==> config.mk <==
export PLATFORM = sky130hd
export DESIGN_NAME = execute_md
export DESIGN_NICKNAME = d
export VERILOG_FILES = /design/src/rtl/exec_pkg.sv /design/src/rtl/alu.sv /design/src/rtl/md_unit.sv /design/src/rtl/pc_branch.sv /design/src/rtl/execute_md.sv
export SDC_FILE = /design/constraint.sdc
export NUM_CORES = 2
export LEC_CHECK = 0
export BUFFER_PORTS_ARGS = -buffer_cell sky130_fd_sc_hd__buf_2
export CAP_MARGIN = 40
export CORE_ASPECT_RATIO = 1.4
export CORE_MARGIN = 5
export CORE_UTILIZATION = 30
export DETAILED_ROUTE_END_ITERATION = 8
export SETUP_SLACK_MARGIN = 0.3
export SLEW_MARGIN = 20
export SYNTH_ARGS = -nofsm -noshare
export SYNTH_HDL_FRONTEND = slang
export SYNTH_HIERARCHICAL = 1
export SYNTH_SLANG_ARGS = --single-unit
export TNS_END_PERCENT = 5
==> constraint.sdc <==
create_clock -name clk -period 10 [get_ports clk]
set_input_delay 0 -clock clk [delete_from_list [all_inputs] [get_ports clk]]
set_output_delay 0 -clock clk [all_outputs]
set_load 0.005 [all_outputs]
==> src/rtl/exec_pkg.sv <==
// Shared types for the execute stage: mul/div FSM states, M-extension ops,
// forwarding selects and ALU control encodings.
package exec_pkg;

  typedef enum logic [1:0] {
    IDLE = 2'd0,
    BUSY = 2'd1,
    DONE = 2'd2
  } md_state_t;

  typedef enum logic [2:0] {
    MUL    = 3'd0,
    MULH   = 3'd1,
    MULHSU = 3'd2,
    MULHU  = 3'd3,
    DIV    = 3'd4,
    DIVU   = 3'd5,
    REM    = 3'd6,
    REMU   = 3'd7
  } md_op_t;

  typedef enum logic [1:0] {
    FWD_RD = 2'd0,
    FWD_W  = 2'd1,
    FWD_M  = 2'd2
  } fwd_sel_t;

  localparam logic [3:0] ALU_ADD  = 4'd0;
  localparam logic [3:0] ALU_SUB  = 4'd1;
  localparam logic [3:0] ALU_AND  = 4'd2;
  localparam logic [3:0] ALU_OR   = 4'd3;
  localparam logic [3:0] ALU_XOR  = 4'd4;
  localparam logic [3:0] ALU_SLT  = 4'd5;
  localparam logic [3:0] ALU_SLTU = 4'd6;
  localparam logic [3:0] ALU_SLL  = 4'd7;
  localparam logic [3:0] ALU_SRL  = 4'd8;
  localparam logic [3:0] ALU_SRA  = 4'd9;

endpackage

==> src/rtl/alu.sv <==
// Integer ALU; zero_o carries the branch condition selected by funct3.
module alu
  import exec_pkg::*;
#(
  parameter int unsigned Width = 32
) (
  input  logic [Width-1:0] a_i,
  input  logic [Width-1:0] b_i,
  input  logic [3:0]       ctrl_i,
  input  logic [2:0]       funct3_i,
  output logic [Width-1:0] result_o,
  output logic             zero_o
);

  localparam int unsigned ShW = $clog2(Width);

  logic [ShW-1:0] shamt;
  logic           lt_s, lt_u, eq;

  assign shamt = b_i[ShW-1:0];
  assign lt_s  = $signed(a_i) < $signed(b_i);
  assign lt_u  = a_i < b_i;
  assign eq    = a_i == b_i;

  always_comb begin
    result_o = '0;
    case (ctrl_i)
      ALU_ADD:  result_o = a_i + b_i;
      ALU_SUB:  result_o = a_i - b_i;
      ALU_AND:  result_o = a_i & b_i;
      ALU_OR:   result_o = a_i | b_i;
      ALU_XOR:  result_o = a_i ^ b_i;
      ALU_SLT:  result_o = {{(Width-1){1'b0}}, lt_s};
      ALU_SLTU: result_o = {{(Width-1){1'b0}}, lt_u};
      ALU_SLL:  result_o = a_i << shamt;
      ALU_SRL:  result_o = a_i >> shamt;
      ALU_SRA:  result_o = $signed(a_i) >>> shamt;
      default:  result_o = a_i + b_i;
    endcase
  end

  always_comb begin
    zero_o = eq;
    case (funct3_i)
      3'b000:  zero_o = eq;
      3'b001:  zero_o = !eq;
      3'b100:  zero_o = lt_s;
      3'b101:  zero_o = !lt_s;
      3'b110:  zero_o = lt_u;
      3'b111:  zero_o = !lt_u;
      default: zero_o = eq;
    endcase
  end

endmodule

==> src/rtl/md_unit.sv <==
// Multi-cycle RV32M unit: fixed-latency multiply and restoring radix-2 divide
// on magnitudes, with sign and corner-case fix-up applied in DONE.
module md_unit
  import exec_pkg::*;
#(
  parameter int unsigned DWidth    = 32,
  parameter int unsigned MulCycles = 2
) (
  input  logic              clk_i,
  input  logic              rst_ni,
  input  logic              start_i,
  input  logic              flush_i,
  input  logic [2:0]        op_i,
  input  logic [DWidth-1:0] a_i,
  input  logic [DWidth-1:0] b_i,
  output logic              stall_o,
  output logic              done_o,
  output logic [DWidth-1:0] result_o
);

  localparam int unsigned MaxN = (DWidth > MulCycles) ? DWidth : MulCycles;
  localparam int unsigned CntW = (MaxN > 1) ? $clog2(MaxN) : 1;

  md_state_t         state_q, state_d;
  logic [CntW-1:0]   cnt_q, cnt_d;
  md_op_t            op_q, op_d;
  logic [DWidth-1:0] a_q, a_d, b_q, b_d;
  logic [DWidth-1:0] quo_q, quo_d, rem_q, rem_d;

  logic              sgn_in, sgn_q;
  logic [DWidth-1:0] a_mag_in, b_mag;
  logic [DWidth:0]   shifted, diff;

  assign sgn_in   = !op_i[0];
  assign a_mag_in = (sgn_in && a_i[DWidth-1]) ? -a_i : a_i;
  assign sgn_q    = !op_q[0];
  assign b_mag    = (sgn_q && b_q[DWidth-1]) ? -b_q : b_q;
  assign shifted  = {rem_q, quo_q[DWidth-1]};
  assign diff     = shifted - {1'b0, b_mag};

  always_comb begin
    state_d = state_q;
    cnt_d   = cnt_q;
    op_d    = op_q;
    a_d     = a_q;
    b_d     = b_q;
    quo_d   = quo_q;
    rem_d   = rem_q;
    unique case (state_q)
      IDLE: begin
        if (start_i) begin
          state_d = BUSY;
          cnt_d   = op_i[2] ? CntW'(DWidth - 1) : CntW'(MulCycles - 1);
          op_d    = md_op_t'(op_i);
          a_d     = a_i;
          b_d     = b_i;
          quo_d   = a_mag_in;
          rem_d   = '0;
        end
      end
      BUSY: begin
        if (cnt_q == '0) begin
          state_d = DONE;
        end else begin
          cnt_d = cnt_q - 1'b1;
        end
        // One quotient bit per BUSY cycle; divide runs exactly DWidth steps.
        if (op_q[2]) begin
          if (!diff[DWidth]) begin
            rem_d = diff[DWidth-1:0];
            quo_d = {quo_q[DWidth-2:0], 1'b1};
          end else begin
            rem_d = shifted[DWidth-1:0];
            quo_d = {quo_q[DWidth-2:0], 1'b0};
          end
        end
      end
      DONE:    state_d = IDLE;
      default: state_d = IDLE;
    endcase
    if (flush_i) begin
      state_d = IDLE;
      cnt_d   = '0;
    end
  end

  always_ff @(posedge clk_i) begin
    if (!rst_ni) begin
      state_q <= IDLE;
      cnt_q   <= '0;
      op_q    <= MUL;
      a_q     <= '0;
      b_q     <= '0;
      quo_q   <= '0;
      rem_q   <= '0;
    end else begin
      state_q <= state_d;
      cnt_q   <= cnt_d;
      op_q    <= op_d;
      a_q     <= a_d;
      b_q     <= b_d;
      quo_q   <= quo_d;
      rem_q   <= rem_d;
    end
  end

  logic                a_sx, b_sx;
  logic [2*DWidth-1:0] a_wide, b_wide, prod;
  logic                div0, ovf;
  logic [DWidth-1:0]   quo_fix, rem_fix, md_res;

  assign a_sx   = (op_q != MULHU) && a_q[DWidth-1];
  assign b_sx   = ((op_q == MUL) || (op_q == MULH)) && b_q[DWidth-1];
  assign a_wide = {{DWidth{a_sx}}, a_q};
  assign b_wide = {{DWidth{b_sx}}, b_q};
  assign prod   = a_wide * b_wide;

  assign div0 = b_q == '0;
  assign ovf  = sgn_q && (a_q == {1'b1, {(DWidth-1){1'b0}}}) && (b_q == '1);

  always_comb begin
    quo_fix = (sgn_q && (a_q[DWidth-1] ^ b_q[DWidth-1])) ? -quo_q : quo_q;
    rem_fix = (sgn_q && a_q[DWidth-1]) ? -rem_q : rem_q;
    if (div0) begin
      quo_fix = '1;
      rem_fix = a_q;
    end else if (ovf) begin
      quo_fix = a_q;
      rem_fix = '0;
    end
    if (op_q[2]) begin
      md_res = op_q[1] ? rem_fix : quo_fix;
    end else begin
      md_res = (op_q == MUL) ? prod[DWidth-1:0] : prod[2*DWidth-1:DWidth];
    end
  end

  always_comb begin
    stall_o = 1'b0;
    if (rst_ni && !flush_i) begin
      case (state_q)
        IDLE:    stall_o = start_i;
        BUSY:    stall_o = 1'b1;
        default: stall_o = 1'b0;
      endcase
    end
  end

  assign done_o   = rst_ni && !flush_i && (state_q == DONE);
  assign result_o = done_o ? md_res : '0;

endmodule

==> src/rtl/pc_branch.sv <==
// Branch/jump target adder.
module pc_branch #(
  parameter int unsigned Width = 32
) (
  input  logic [Width-1:0] pc_i,
  input  logic [Width-1:0] imm_i,
  output logic [Width-1:0] target_o
);

  assign target_o = pc_i + imm_i;

endmodule

==> src/rtl/execute_md.sv <==
// Execute stage with operand forwarding, ALU, branch target and a stalling
// RV32M mul/div unit whose result overrides the ALU on its DONE cycle.
module execute_md
  import exec_pkg::*;
#(
  parameter int unsigned D_WIDTH    = 32,
  parameter int unsigned MUL_CYCLES = 2
) (
  input  logic               clk,
  input  logic               rst_n,
  input  logic               reg_write_e_i,
  input  logic               mem_write_e_i,
  input  logic [1:0]         result_src_e_i,
  input  logic [3:0]         alu_ctrl_e,
  input  logic               alu_src_e,
  input  logic [2:0]         ins_3,
  input  logic               md_en_e,
  input  logic               flush_e,
  input  logic [1:0]         fwd_a_e,
  input  logic [1:0]         fwd_b_e,
  input  logic [D_WIDTH-1:0] rd1_e,
  input  logic [D_WIDTH-1:0] rd2_e,
  input  logic [D_WIDTH-1:0] pc_e,
  input  logic [D_WIDTH-1:0] imm_ext_e,
  input  logic [D_WIDTH-1:0] pc_plus_4e_i,
  input  logic [D_WIDTH-1:0] result_w,
  input  logic [D_WIDTH-1:0] alu_result_m,
  input  logic [4:0]         rd_e_i,
  output logic               stall_e_o,
  output logic               zero_e,
  output logic               reg_write_e_o,
  output logic               mem_write_e_o,
  output logic [1:0]         result_src_e_o,
  output logic [D_WIDTH-1:0] alu_result,
  output logic [D_WIDTH-1:0] write_data_e,
  output logic [D_WIDTH-1:0] pc_plus_4e_o,
  output logic [D_WIDTH-1:0] pc_target_e,
  output logic [4:0]         rd_e_o
);

  logic [D_WIDTH-1:0] src_a, src_b, alu_out, md_result;
  logic               alu_zero, md_done;

  always_comb begin
    case (fwd_sel_t'(fwd_a_e))
      FWD_W:   src_a = result_w;
      FWD_M:   src_a = alu_result_m;
      default: src_a = rd1_e;
    endcase
    case (fwd_sel_t'(fwd_b_e))
      FWD_W:   write_data_e = result_w;
      FWD_M:   write_data_e = alu_result_m;
      default: write_data_e = rd2_e;
    endcase
  end

  assign src_b = alu_src_e ? imm_ext_e : write_data_e;

  alu #(
    .Width (D_WIDTH)
  ) u_alu (
    .a_i      (src_a),
    .b_i      (src_b),
    .ctrl_i   (alu_ctrl_e),
    .funct3_i (ins_3),
    .result_o (alu_out),
    .zero_o   (alu_zero)
  );

  pc_branch #(
    .Width (D_WIDTH)
  ) u_pc_branch (
    .pc_i     (pc_e),
    .imm_i    (imm_ext_e),
    .target_o (pc_target_e)
  );

  md_unit #(
    .DWidth    (D_WIDTH),
    .MulCycles (MUL_CYCLES)
  ) u_md_unit (
    .clk_i    (clk),
    .rst_ni   (rst_n),
    .start_i  (md_en_e),
    .flush_i  (flush_e),
    .op_i     (ins_3),
    .a_i      (src_a),
    .b_i      (write_data_e),
    .stall_o  (stall_e_o),
    .done_o   (md_done),
    .result_o (md_result)
  );

  assign alu_result     = md_done ? md_result : alu_out;
  assign zero_e         = md_en_e ? 1'b0 : alu_zero;
  assign reg_write_e_o  = reg_write_e_i;
  assign mem_write_e_o  = mem_write_e_i;
  assign result_src_e_o = result_src_e_i;
  assign pc_plus_4e_o   = pc_plus_4e_i;
  assign rd_e_o         = rd_e_i;

endmodule

Yosys cells after proc, flatten, opt, wreduce, memory -nomap -nowiden
Cells that the tools add are included. W data, S select, Z words.

Input port bits: 249. Register bits after elaboration: 138. Word-level logic and storage cells: 118.

Multiply operators: 1. Bitwise logic cells: 5. Mux-type cells: 35. Reduce and logical (&&, ||, !) cells: 27. Add/sub/neg operators: 9. Shift operators: 3. Magnitude comparators: 2. Equal/unequal tests: 29.

Operators with widths (number): $mux W32 (18); $pmux W32 S9 (1); $pmux W32 S2 (4); $neg A32 Y32 (4); $add A32 B32 Y32 (2); $eq A32 B32 Y1 const B (2); $lt A32 B32 Y1 (2); $mul A33 B33 Y64 (1); $sub A33 B32 Y33 (1); $and A32 B32 Y32 (1); $eq A32 B32 Y1 (1); $logic_not A32 Y1 (1); $or A32 B32 Y32 (1); $shl A32 B5 Y32 (1); $shr A32 B5 Y32 (1); $sshr A32 B5 Y32 (1); $sub A32 B32 Y32 (1); $xor A32 B32 Y32 (1); $eq A4 B3 Y1 const B (4); $mux W5 (3); $eq A3 B3 Y1 const B (4); $logic_and A1 B1 Y1 (10); $pmux W5 S2 (1); $eq A4 B2 Y1 const B (2); 25 further kinds (43).

Longest topological paths before layout
Word-level depth: 8. Gate-level depth with buffers: 32. Gate-level depth less buffers: 30.

Hierarchy
The synthesis kept the hierarchy.

Modules (own cells, without submodules): md_unit (area an instance 49605.1 µm², times used 1, cells an instance 5861); alu (area an instance 8778.4 µm², times used 1, cells an instance 1310); execute_md (area an instance 2798.9 µm², times used 1, cells an instance 375); pc_branch (area an instance 1725.4 µm², times used 1, cells an instance 236).

Least setup slack after synthesis
OpenSTA, ideal clock, no wires.

Path kind: register to output. Start: register u_md_unit.op_q[2]. End: output port alu_result[26]. Path buffers: 1. Data arrival time: 8.200 ns. Setup slack: 1.800 ns. Stages on the path, launching flop included: 28. Data required time: 10.000 ns. Path through: dfxtp_1 > inv_2 > nand3_1 > and2_1 > clkbuf_1 > nand2_1 > inv_1 > fa_1 > fa_1 > fa_1 > fa_1 > inv_1 > fa_1 > fa_1 > fa_1 > fa_1 > inv_1 > ha_1 > a21oi_1 > o21ai_0 > a211oi_1 > o21bai_1 > a221oi_1 > o221ai_2 > a21oi_1 > mux2_1 > a21oi_1 > mux2_2.

Word-level cells in the longest chain between the ends: 7. Elaborated cells on any way between the ends: 10.

RTL lines: start, declared (line md_unit.sv:26) `md_op_t op_q, op_d;`; start signal, assigned (line md_unit.sv:99) `op_q <= op_d;`; $eq A3 B1 Y1 or $logic_not A3 Y1 (tied branches) (line md_unit.sv:113, md_unit.sv:134); $logic_or A1 B1 Y1 (line md_unit.sv:113) `assign b_sx = ((op_q == MUL) || (op_q == MULH)) && b_q[DWidth-1];`; $logic_and A1 B1 Y1 (line md_unit.sv:113); $mul A33 B33 Y64 (line md_unit.sv:116) `assign prod = a_wide * b_wide;`; $mux W32 (line md_unit.sv:134) `md_res = (op_q == MUL) ? prod[DWidth-1:0] : prod[2*DWidth-1:DWidth];`; $mux W32 (*) (line md_unit.sv:131) `if (op_q[2]) begin`; net md_result[26] (line execute_md.sv:41) `logic [D_WIDTH-1:0] src_a, src_b, alu_out, md_result;`; $mux W32 (*) (line execute_md.sv:94) `assign alu_result = md_done ? md_result : alu_out;`; end, declared (line execute_md.sv:34) `output logic [D_WIDTH-1:0] alu_result,`.

Mark *: on every way through the listed nets, which the timed path passes. The rest lies on a longest branch.

Worst setup path in the final report
Start: register u_md_unit.op_q[2]. End: output port alu_result[5].

Same word-level chain as after synthesis.

==> impl_metrics.toml <==
[outcome]
outcome = "complete, no violations"

[clock_tree]
htreeDepth = 4
cts.clk_slew.worst_paths_ns = 0.07
cts.path.max_buffers = 2
cts_tree = "done"
clkLatencyLatePin_ns = 0.48
numCtsBuffers = 17
cts.sinks = 138
clock-root-buffer = "clkbuf_16"

[global_routing]
grt-ovfl-total = 0
grt_antenna_before_repair = 31
grt_pass1_wl_um = 414900
grt_pass1_vias = 62125
grt_max_degree = 69
grt_usage_pct = 25.59

[pwr]
vdd_drop_max_v = 0.0001212
power.leakage_nw = 29.54
powerDensity_nw_per_um2 = 92.36

[route]
drc_errors = 0
firstDrtPassIters = 8
wl_um = 284900
wl_per_cell_um = 26.84
ant_nets = 0
first_iter_violations = 4652
vias = 58110
avgViaCountPerCell = 5.474

[critical_path]
rrSetupSlack_ns = 4.22
required_ns = 10.00
r2r_start = "u_md_unit/b_q[3]"
startpoint_type = "flop"
critPathKind = "reg -> out"
crit_path_max_fanout = 27
cpMostUsedCell = "fa_1"
r2r-end = "u_md_unit/rem_q[11]"
cp-end-kind = "output port"
cpMaxStageDelayCell = "xor2_1"
cp.arrival_ns = 9.77
slowest_delay_ns = 0.55
r2r_cells = 19

[logic_synthesis]
syn_area_um2 = 62910
yosys_warnings = 6
synth_edf_count = 0
async_reset_ff_share_pct = 0
ys_ff_latch = 138
synth-seq-area-share_pct = 4.392
synthesis.nets = 9544
syn-instance-count = 7782
ys.flop_type = "dfxtp_1"
avgSynthCellArea_um2 = 8.084
ys_types = 117

[layout]
final_cell_mix = "1253 x nand2_1, 1229 x inv_1, 1128 x fa_1"
final_nets = 9539
finalNonFillerCells = 10615
seq_area_um2 = 2801
layout_commonest_cell = "nand2_1"
multi_input_area_um2 = 53080
syn2layout_area_growth_pct = 8.968
fillers = 22206
drive_gt1_share_pct = 11.41

[placed_design]
port_buffers = 305
routabilityCongestion = 1.022
placed_cells = 10558
dp_hpwl_um = 236200
post-place-ws_ns = 0.6189

[sta]
drv_slew = 0
min_period_over_period_pct = 97.75
hold_viol_final = 0
timing.final.ws_setup_ns = 0.2250
skew_ns = 0.01906
setup_viol = 0
worst_pin_slew_ns = 0.9769
slew_headroom_pct = 34.48
max_freq_mhz = 102.3
setup_tns_ns = 0
rsz0062_at_grt = "true"
fin_crit_ns = 9.775

[die]
num_rows = 199
dieArea_um2 = 219100
core_area_um2 = 209400
die_w_um = 397.0
pin_count = 388
die_y_um = 551.8
start_util_pct = 30.04

[min_path]
holdPathEnd = "pc_plus_4e_o[0]"
hp-start = "pc_plus_4e_i[0]"
hp-class = "in -> out"
hold_depth = 0

[run]
drv_cap = 0
-- layout make-up --
class,instances,share of cell area [%]
Antenna cell,11,0.04016
Inverter,1237,6.779
Tap cell,2814,5.136
Multi-Input combinational cell,5812,77.44
Timing Repair Buffer,571,5.698
Clock buffer,19,0.6461
Sequential cell,138,4.087
Clock inverter,13,0.1734
-- kinds of logic after synthesis --
| family | Yosys count | share of synthesized area (%) |
|---|---|---|
| fa+ha+maj | 1513 | 43.57 |
| mux | 151 | 3.149 |
| compound gates | 1453 | 16.10 |
| simple gates | 2452 | 17.87 |
| xor+xnor | 243 | 3.383 |
| buf+inv | 1832 | 11.54 |
| flops | 138 | 4.392 |
-- through the flow --
step           hold WS [ns]  util [%]  total power, mW  cell area [um^2]
6_report        0.000001807     32.74            6.331             68550
5_1_grt         0.000007949     32.73            6.703             68530
4_1_cts          0.00003458     32.61            6.249             68290
3_5_place_dp     0.00003458     32.33            5.554             67690
3_3_place_gp     0.00003458     32.11            5.545             67230
2_1_floorplan       0.03023         -            3.649             62910
-- sequential cells by signal, indices dropped and copies added (netlist names) --
| register | cells |
|---|---|
| u_md_unit/a_q | 32 |
| u_md_unit/b_q | 32 |
| u_md_unit/cnt_q | 5 |
| u_md_unit/op_q | 3 |
| u_md_unit/quo_q | 32 |
| u_md_unit/rem_q | 32 |
| u_md_unit/state_q | 2 |
-- routing by layer --
metal / vias up / share of wire (%) / track usage [%]
li1: 24975 / - / -
met3: 945 / 5.2 / 3.087
met4: 14 / 11 / 22.24
met1: 29577 / 34 / 26.32
met2: 2599 / 50 / 45.97
met5: - / 0.030 / 0
-- synthesized netlist by cell type, types with 77 or more instances --
library cell,instances,area [um^2]
fa_1,1129,22600
nand2_1,1255,4711
dfxtp_1,138,2763
ha_1,384,4805
nor2_1,395,1483
nor3_1,77,385.4
o21ai_0,228,1141
xnor2_1,144,1261
o211ai_1,91,683.2
inv_1,1231,4621
xor2_1,99,867.1
a21oi_1,381,1907
clkbuf_1,400,1501
and2_1,330,2064
-- power breakdown --
group / internal (mW) / leakage [nW] / switching, mW
logic: 1.71 / 28.1 / 3.28
clock network: 0.350 / 0.266 / 0.300
registers: 0.584 / 1.14 / 0.112
-- critical path, delay by kind of cell (launching register included) --
kind / cells / cell delay (ns)
AOI/OAI and AO/OA: 4 / 0.86
xor gates and xnor gates: 1 / 0.55
adders and majority gates: 9 / 4.35
buffers and inverters: 8 / 1.22
DFF: 1 / 0.32
muxes: 1 / 0.51
and+or+nand+nor: 5 / 1.45
-- how the worst max path moves through the flow --
stage	from	end	cells past startpoint
floorplan	u_md_unit/op_q[2]	alu_result[26]	27
global placement	u_md_unit/b_q[31]	alu_result[9]	26
detailed placement	u_md_unit/op_q[2]	alu_result[9]	28
CTS	u_md_unit/op_q[1]	alu_result[26]	25
global route	u_md_unit/op_q[2]	alu_result[5]	28
finish	u_md_unit/op_q[2]	alu_result[5]	28
-- timing repair --
action,CTS,global route
setup buffers,0,3
resized for setup,4,21
endpoints found under the hold margin,4,0
hold buffers,2,0
gates cloned,0,0
endpoints found under the setup margin,6,18
No activity file was read; power rests on OpenSTA's default activity.
